===== src/rtl/wb_to_ahbl_bridge.sv =====
`default_nettype none
// ============================================================================
// Module   : wb_to_ahbl_bridge
// Function : Wishbone classic slave to AHB-Lite master, single NONSEQ transfers.
// Revision : 1.0 - initial release
// ============================================================================
module wb_to_ahbl_bridge #(
  parameter int TIMEOUT = 255
) (
  input  logic        HCLK,
  input  logic        HRESETn,
  input  logic        wb_cyc_i,
  input  logic        wb_stb_i,
  input  logic        wb_we_i,
  input  logic [3:0]  wb_sel_i,
  input  logic [31:0] wb_adr_i,
  input  logic [31:0] wb_dat_i,
  output logic [31:0] wb_dat_o,
  output logic        wb_ack_o,
  output logic        wb_err_o,
  output logic [31:0] HADDR,
  output logic [1:0]  HTRANS,
  output logic        HWRITE,
  output logic [2:0]  HSIZE,
  output logic [31:0] HWDATA,
  input  logic        HREADY,
  input  logic [31:0] HRDATA,
  input  logic        HRESP
);

  localparam int c_CNT_W = (TIMEOUT < 1) ? 1 : $clog2(TIMEOUT + 1);
  localparam logic [c_CNT_W-1:0] c_TIMEOUT = c_CNT_W'(TIMEOUT);

  localparam logic [1:0] c_IDLE = 2'd0;
  localparam logic [1:0] c_ADDR = 2'd1;
  localparam logic [1:0] c_DATA = 2'd2;

  localparam logic [1:0] c_HTRANS_IDLE   = 2'b00;
  localparam logic [1:0] c_HTRANS_NONSEQ = 2'b10;

  logic [1:0]         r_state, w_state_nxt;
  logic [31:0]        r_haddr, w_haddr_nxt;
  logic [1:0]         r_htrans, w_htrans_nxt;
  logic               r_hwrite, w_hwrite_nxt;
  logic [2:0]         r_hsize, w_hsize_nxt;
  logic [31:0]        r_hwdata, w_hwdata_nxt;
  logic [31:0]        r_dat, w_dat_nxt;
  logic               r_ack, w_ack_nxt;
  logic               r_err, w_err_nxt;
  logic [31:0]        r_wdat, w_wdat_nxt;
  logic               r_abort, w_abort_nxt;
  logic [c_CNT_W-1:0] r_wait_cnt, w_wait_cnt_nxt, w_wait_inc;

  logic       w_req, w_sel_ok, w_timeout, w_quiet;
  logic [2:0] w_size;
  logic [1:0] w_ofs;
  logic       w_unused;

  // Word-aligned address comes from the bus; the low bits come from the lanes.
  assign w_unused = ^wb_adr_i[1:0];

  assign w_req = wb_cyc_i & wb_stb_i & ~r_ack & ~r_err;

  always_comb begin
    w_sel_ok = 1'b1;
    w_size   = 3'b010;
    w_ofs    = 2'b00;
    case (wb_sel_i)
      4'b1111: begin w_size = 3'b010; w_ofs = 2'b00; end
      4'b0011: begin w_size = 3'b001; w_ofs = 2'b00; end
      4'b1100: begin w_size = 3'b001; w_ofs = 2'b10; end
      4'b0001: begin w_size = 3'b000; w_ofs = 2'b00; end
      4'b0010: begin w_size = 3'b000; w_ofs = 2'b01; end
      4'b0100: begin w_size = 3'b000; w_ofs = 2'b10; end
      4'b1000: begin w_size = 3'b000; w_ofs = 2'b11; end
      default: w_sel_ok = 1'b0;
    endcase
  end

  assign w_wait_inc = (r_wait_cnt == c_TIMEOUT) ? r_wait_cnt : r_wait_cnt + 1'b1;
  assign w_timeout  = ~HREADY & (w_wait_inc == c_TIMEOUT);
  // A master that has walked away gets neither ack nor err for this transfer.
  assign w_quiet    = r_abort | ~wb_cyc_i;

  always_ff @(posedge HCLK or negedge HRESETn) begin
    if (!HRESETn) r_state <= c_IDLE;
    else          r_state <= w_state_nxt;
  end

  always_comb begin
    w_state_nxt = r_state;
    case (r_state)
      c_IDLE:  if (w_req && w_sel_ok) w_state_nxt = c_ADDR;
      c_ADDR:  if (HREADY) w_state_nxt = c_DATA;
               else if (w_timeout) w_state_nxt = c_IDLE;
      c_DATA:  if (HREADY || w_timeout) w_state_nxt = c_IDLE;
      default: w_state_nxt = c_IDLE;
    endcase
  end

  always_comb begin
    w_haddr_nxt    = r_haddr;
    w_htrans_nxt   = r_htrans;
    w_hwrite_nxt   = r_hwrite;
    w_hsize_nxt    = r_hsize;
    w_hwdata_nxt   = r_hwdata;
    w_dat_nxt      = r_dat;
    w_ack_nxt      = 1'b0;
    w_err_nxt      = 1'b0;
    w_wdat_nxt     = r_wdat;
    w_abort_nxt    = r_abort;
    w_wait_cnt_nxt = r_wait_cnt;
    case (r_state)
      c_IDLE: begin
        if (w_req) begin
          if (w_sel_ok) begin
            w_haddr_nxt    = {wb_adr_i[31:2], w_ofs};
            w_hwrite_nxt   = wb_we_i;
            w_hsize_nxt    = w_size;
            w_htrans_nxt   = c_HTRANS_NONSEQ;
            w_wdat_nxt     = wb_dat_i;
            w_abort_nxt    = 1'b0;
            w_wait_cnt_nxt = '0;
          end else begin
            w_err_nxt = 1'b1;
          end
        end
      end
      c_ADDR: begin
        if (!wb_cyc_i) w_abort_nxt = 1'b1;
        if (HREADY) begin
          w_htrans_nxt = c_HTRANS_IDLE;
          if (r_hwrite) w_hwdata_nxt = r_wdat;
        end else begin
          w_wait_cnt_nxt = w_wait_inc;
          if (w_timeout) begin
            w_htrans_nxt = c_HTRANS_IDLE;
            w_err_nxt    = ~w_quiet;
          end
        end
      end
      c_DATA: begin
        if (!wb_cyc_i) w_abort_nxt = 1'b1;
        // HRESP with HREADY low is the first half of an error: just a wait.
        if (HREADY) begin
          if (HRESP) begin
            w_err_nxt = ~w_quiet;
          end else begin
            w_ack_nxt = ~w_quiet;
            if (!r_hwrite && !w_quiet) w_dat_nxt = HRDATA;
          end
        end else begin
          w_wait_cnt_nxt = w_wait_inc;
          if (w_timeout) w_err_nxt = ~w_quiet;
        end
      end
      default: ;
    endcase
  end

  always_ff @(posedge HCLK or negedge HRESETn) begin
    if (!HRESETn) begin
      r_haddr    <= '0;
      r_htrans   <= c_HTRANS_IDLE;
      r_hwrite   <= 1'b0;
      r_hsize    <= 3'b010;
      r_hwdata   <= '0;
      r_dat      <= '0;
      r_ack      <= 1'b0;
      r_err      <= 1'b0;
      r_wdat     <= '0;
      r_abort    <= 1'b0;
      r_wait_cnt <= '0;
    end else begin
      r_haddr    <= w_haddr_nxt;
      r_htrans   <= w_htrans_nxt;
      r_hwrite   <= w_hwrite_nxt;
      r_hsize    <= w_hsize_nxt;
      r_hwdata   <= w_hwdata_nxt;
      r_dat      <= w_dat_nxt;
      r_ack      <= w_ack_nxt;
      r_err      <= w_err_nxt;
      r_wdat     <= w_wdat_nxt;
      r_abort    <= w_abort_nxt;
      r_wait_cnt <= w_wait_cnt_nxt;
    end
  end

  assign HADDR    = r_haddr;
  assign HTRANS   = r_htrans;
  assign HWRITE   = r_hwrite;
  assign HSIZE    = r_hsize;
  assign HWDATA   = r_hwdata;
  assign wb_dat_o = r_dat;
  assign wb_ack_o = r_ack;
  assign wb_err_o = r_err;

endmodule
`default_nettype wire


===== config.mk =====
export PLATFORM = sky130hd
export DESIGN_NAME = wb_to_ahbl_bridge
export DESIGN_NICKNAME = d
export VERILOG_FILES = /design/src/rtl/wb_to_ahbl_bridge.sv
export SDC_FILE = /design/constraint.sdc
export NUM_CORES = 1
export LEC_CHECK = 0
export CAP_MARGIN = 20
export CORE_MARGIN = 1
export CORE_UTILIZATION = 25
export CTS_BUF_LIST = sky130_fd_sc_hd__clkbuf_8
export DETAILED_ROUTE_END_ITERATION = 7
export DONT_BUFFER_PORTS = 1
export GPL_ROUTABILITY_DRIVEN = 0
export SYNTH_ARGS = -nofsm -noshare
export SYNTH_HDL_FRONTEND = slang
export SYNTH_SLANG_ARGS = --single-unit

===== constraint.sdc =====
create_clock -name HCLK -period 5.6 [get_ports HCLK]
set_clock_uncertainty 0.15 [all_clocks]
set_input_delay 0.84 -clock HCLK [delete_from_list [all_inputs] [get_ports HCLK]]
set_output_delay 0.84 -clock HCLK [all_outputs]
set_load 0.05 [all_outputs]

# Word-level counts from Yosys, hierarchy flattened
# Index checks and enable logic that the tools add are counted.
word_totals:
  reg_bits: 147
  in_bits: 107
  out_inout_bits: 104
classes:
  add_sub_neg: 1
  n_eq_ne: 18
  muxes: 31
  n_bitwise: 11
  reduce_logical: 20
ops:
  columns: ["cell", "count"]
  rows:
  - ["two-way mux 8 bit", 4]
  - ["== test 8 bit, second input constant", 2]
  - ["one-hot mux 8 bit (2 select lines)", 1]
  - ["AND reduction 4 bit", 4]
  - ["two-way mux 2 bit", 7]
  - ["two-way mux 1 bit", 13]
  - ["== test 4 bit, second input constant", 3]
  - ["inequality test 2 bit, second input constant", 6]
  - ["one-hot mux 2 bit (3 select lines)", 2]
  - ["AND reduction 3 bit", 3]
  - ["adder 8 x 1 -> 8 bit, second input constant", 1]
  - ["== test 4 x 2 -> 1 bit, second input constant", 2]
  - ["one-hot mux 2 bit (2 select lines)", 2]
  - ["OR reduction 7 bit", 1]
  - ["inverter 1 bit", 6]
  - ["OR reduction 2 bit", 3]
  - ["bitwise AND 1 bit", 4]
  - ["== test 4 x 1 -> 1 bit, second input constant", 1]
  - ["== test 4 x 3 -> 1 bit, second input constant", 1]
  - ["nonzero test 2 bit", 2]
  - ["OR reduction 4 bit", 1]
  - ["inequality test 3 bit, second input constant", 1]
  - ["one-hot mux 1 bit (3 select lines)", 1]
  - ["== test 2 x 1 -> 1 bit, second input constant", 1]
  - ["7 further kinds", 9]

# Logic depth before layout (Yosys ltp)
depth:
  depth_word: 7
  ltp_mapped: 9

# Worst setup path before layout
# Ideal clock, no wire load.
synth_path:
  kind: "input to register"
  from: "in wb_sel_i[2]"
  to: "reg r_haddr[10], in the netlist HADDR[10]"
  setup_ns: 0.125
  arrival_time_ns: 2.283
  required_ns: 5.325
  setup_slack_ns: 3.042
  stages: 7
  path_buffers: 3
  cell_sequence: "clkbuf_1 -> nor2_1 -> o21ai_0 -> a31oi_1 -> buf_2 -> buf_4 -> mux2_2"
synth_between:
  elab_chain_len: 4
  elab_cells_between_ends: 10
  classes_between: "7 x eq/ne; 1 x mux; 2 x reduce/logical"
synth_rtl:
  columns: ["element", "line", "text"]
  rows:
  - ["start, declared", "15", "input logic [3:0] wb_sel_i,"]
  - ["== test 4 bit (tied with other cells)", "68", "case (wb_sel_i)"]
  - ["OR reduction 7 bit (no source line) *", null, null]
  - ["two-way mux 1 bit *", "68", null]
  - ["AND reduction 3 bit (no source line) *", null, null]
  - ["end signal, assigned", "175", "r_haddr <= w_haddr_nxt;"]
  - ["end, declared", "42", "logic [31:0] r_haddr, w_haddr_nxt;"]
# Every way passes the cells marked *; elsewhere a longest branch is shown, timed or not.
# A chain may end at the register's enable or synchronous reset.

# Worst setup path in the final report
layout_path:
  from: "reg r_ack, in the netlist wb_ack_o"
  to: "reg r_haddr[9], in the netlist HADDR[9]"
layout_between:
  elab_chain_len: 4
layout_rtl:
  columns: ["element", "line", "text"]
  rows:
  - ["start, declared", "48", "logic r_ack, w_ack_nxt;"]
  - ["start signal, assigned", "181", "r_ack <= w_ack_nxt;"]
  - ["inverter 1 bit", "62", "assign w_req = wb_cyc_i & wb_stb_i & ~r_ack & ~r_err;"]
  - ["bitwise AND 1 bit (2 in series)", "62", null]
  - ["AND reduction 3 bit (no source line)", null, null]
# No other way between the ends.

==> results.py <==
metrics = {
    "layout": {
        "diodes": 0,
        "multiInputGateArea_um2": 2280,
        "nets": 548,
        "ff_latch_area_um2": 3630,
        "n_fill_cell": 2407,
        "drive_gt1_share_pct": 37.9,
        "areaGrowthSynthToFinish_pct": 11.8,
    },
    "synth": {
        "synthMuxAreaShare_pct": 24.1,
        "synthFlopType": "dfrtp_1",
        "synth_edf_count": 0,
        "yosysSeqAreaShare_pct": 59.8,
        "ys_warn_count": 0,
        "synth_compound_area_share_pct": 5.49,
        "synth.distinct_cells": 50,
        "synthXorXnorAreaFrac_pct": 0.433,
        "synth_simple_gate_area_share_pct": 6.10,
        "synthTopCellsByCount": "dfrtp_1 (144), mux2_2 (128), nand2_1 (26)",
        "netlist.area_leader.share_pct": 59.4,
        "syn_area_um2": 6070,
        "synth_top_family_by_area": "multiplexers",
        "async_reset_ff_share_pct": 100,
        "synth_largest_area_cell": "dfrtp_1",
        "syn_area_per_cell_um2": 13.8,
        "synth-seq-cells": 145,
        "synthAdderAreaFrac_pct": 1.03,
        "synth_area_leaders": "dfrtp_1 (59%), mux2_2 (24%), nand2_1 (1.6%)",
        "yosysMostFrequentCell": "dfrtp_1",
        "postSynthCellCount": 440,
    },
    "floorplan": {
        "die_h_um": 158,
        "rows": 56,
        "pin_count": 211,
        "start_util_pct": 25.7,
        "core-area_um2": 23600,
        "die_x_um": 158,
        "die-area_um2": 24900,
    },
    "timing": {
        "post-route-min-period_ns": 3.26,
        "worst_pin_slew_ns": 0.942,
        "fin_crit_sh_pct": 58.2,
        "setup_tns_ns": 0,
        "maxSlewViolCount": 0,
        "rsz0062_at_grt": "false",
        "finalHoldViolations": 0,
        "setup_viol": 0,
        "slew_headroom_pct": 37.0,
        "clock.fmax_ghz": 0.307,
    },
    "global_route": {
        "grt_first_pass_wirelength_mm": 19.8,
        "grt_remaining_overflow": 0,
        "track_usage_pct": 10.5,
        "grt_start_max_net_pins": 145,
        "grt_antenna_before_repair": 1,
        "grt_pass1_vias": 3730,
    },
    "critical_path": {
        "cp_max_fo": 49,
        "crit_arrival_ns": 3.42,
        "reg2reg_depth": 5,
        "r2r_end": "HADDR[9]",
        "cp-start-kind": "flop",
        "end_kind": "flop",
        "r2r-start": "wb_ack_o",
        "crit_type": "flop to flop",
        "r2r_setup_slack_ns": 2.34,
        "worstPathRequired_ns": 5.76,
    },
    "run": {
        "max_cap_viol_count": 0,
    },
    "drt": {
        "via_count": 3501,
        "drt_iter0_drc": 156,
        "wl_mm": 13.0,
        "drt-wirelength-per-cell_um": 17.0,
        "drc_errors": 0,
        "first_pass_iters": 4,
        "ant_nets": 0,
        "viasPerCell": 4.56,
    },
    "pwr": {
        "power-per-cell-area_nw_per_um2": 640,
        "power_mw": 4.34,
        "ir_drop_uv": 270,
        "leakagePower_nw": 2.95,
    },
    "hold_path": {
        "hold_class": "input port to asynchronous set/reset pin",
    },
    "clock_tree": {
        "root_buffer": "clkbuf_8",
        "cts.sinks": 145,
        "post_cts_buffers": 0,
        "cts_tree": "yes",
        "h-tree-depth": 4,
        "worstSkewPairLatency_ns": 0.43,
        "cts_resized": 0,
        "cts_buffers": 17,
        "clkTransAtPathRegs_ns": 0.09,
        "cts_hold_buf": 1,
        "cts_buffer_depth": 2,
    },
    "run_status": {
        "outcome": "finished, final reports clean",
    },
    "place": {
        "place_hpwl_mm": 8.77,
        "portBuffers": 0,
    },
}
layout by cell type (no fill, tap or decap), types with 2 or more instances in the layout:
| cell | netlist | layout |
|---|---|---|
| nand3_1 | 10 | 10 |
| inv_1 | 8 | 9 |
| mux2i_1 | 2 | 2 |
| buf_4 | 9 | 2 |
| o21ai_0 | 10 | 10 |
| conb_1 | 1 | 2 |
| nand2b_1 | 3 | 3 |
| dfrtp_1 | 144 | 144 |
| bufinv_16 | 0 | 2 |
| nor2_1 | 9 | 9 |
| nand4_1 | 4 | 4 |
| inv_6 | 0 | 5 |
| and4_1 | 2 | 2 |
| o32ai_1 | 2 | 2 |
| nor3_1 | 3 | 3 |
| clkinvlp_4 | 0 | 3 |
| o31ai_1 | 2 | 2 |
| a31oi_1 | 5 | 4 |
| xnor2_1 | 2 | 2 |
| and3_1 | 5 | 5 |
| mux2_2 | 128 | 128 |
| nand2_1 | 26 | 25 |
| clkbuf_8 | 0 | 18 |
| and2_1 | 4 | 4 |
| ha_1 | 5 | 5 |
| a21oi_1 | 13 | 13 |
| o22ai_1 | 2 | 2 |
sequential cells by signal, summed over array words and instances (netlist names):
| register | count |
|---|---|
| HWRITE | 1 |
| HTRANS | 1 |
| wb_ack_o | 1 |
| r_wait_cnt | 8 |
| HSIZE | 2 |
| HADDR | 32 |
| r_state | 2 |
| HWDATA | 32 |
| wb_dat_o | 32 |
| r_abort | 1 |
| wb_err_o | 1 |
| r_wdat | 32 |
final cells by class:
| class | count | share of cell area, % |
|---|---|---|
| clock buffers | 18 | 3.65 |
| clock inverters | 14 | 2.29 |
| inverters | 8 | 0.443 |
| multi-input cells | 261 | 33.6 |
| flip-flops and latches | 145 | 53.5 |
| well taps | 319 | 5.88 |
| repair buffers | 3 | 0.627 |
cell families (layout without fill, tap and decap cells):
group                    count (synthesis)  count (layout)
adder cells (fa/ha/maj)                  5               5
AND/OR/NAND/NOR                         71              71
XOR/XNOR                                 3               3
flip-flops                             145             145
buffers and inverters                   35              43
AO/OA/AOI/OAI                           50              50
multiplexers                           130             130
other                                    1               2
report_power, final:
group	switching [mW]	leakage, nW	internal, mW
Sequential	1.38	1.83	1.46
Clock	0.435	0.200	0.416
Combinational	0.253	0.925	0.391
Total	2.07	2.95	2.27
metrics by stage:
step / std cells / setup slack, ns / utilization, % / area [µm²] / hold slack [ns]
final: 768 / 2.34 / 28.7 / 6780 / 0.0956
after global routing: 768 / 2.15 / 28.7 / 6780 / 0.0411
after CTS: 768 / 2.27 / 28.7 / 6780 / 0.0478
after detailed placement: 735 / 2.10 / 26.9 / 6350 / 0.315
after global placement: 735 / 2.21 / 26.9 / 6350 / 0.319
after floorplan: 441 / 3.04 / - / 6070 / 0.298
metal layers:
metal  vias up  GRT usage (%)  share of wire (%)
li1       1570              -                  -
met1      1790           11.9                 40
met2       124           17.0                 50
met3        17           4.65                8.4
met4         0           4.85                2.0
met5         -              0                  0
critical path, cell delays in order, from the launching register on:
cell and delay, ns:
dfrtp_1 0.57, and4bb_2 0.43, nand2_1 0.24, a31oi_4 0.67, buf_4 0.64, mux2_2 0.41
worst max path at each step:
stage / startpoint / slack (ns) / cells after the start / end
final: wb_ack_o / 2.34 / 5 / HADDR[9]
after global routing: wb_ack_o / 2.15 / 5 / HADDR[9]
after CTS: wb_ack_o / 2.27 / 5 / HADDR[9]
after detailed placement: wb_sel_i[1] / 2.10 / 5 / HADDR[9]
after global placement: wb_sel_i[1] / 2.21 / 5 / HADDR[10]
after floorplan: wb_sel_i[2] / 3.04 / 7 / HADDR[10]
Note: power is estimated with default switching activity, not from simulation.
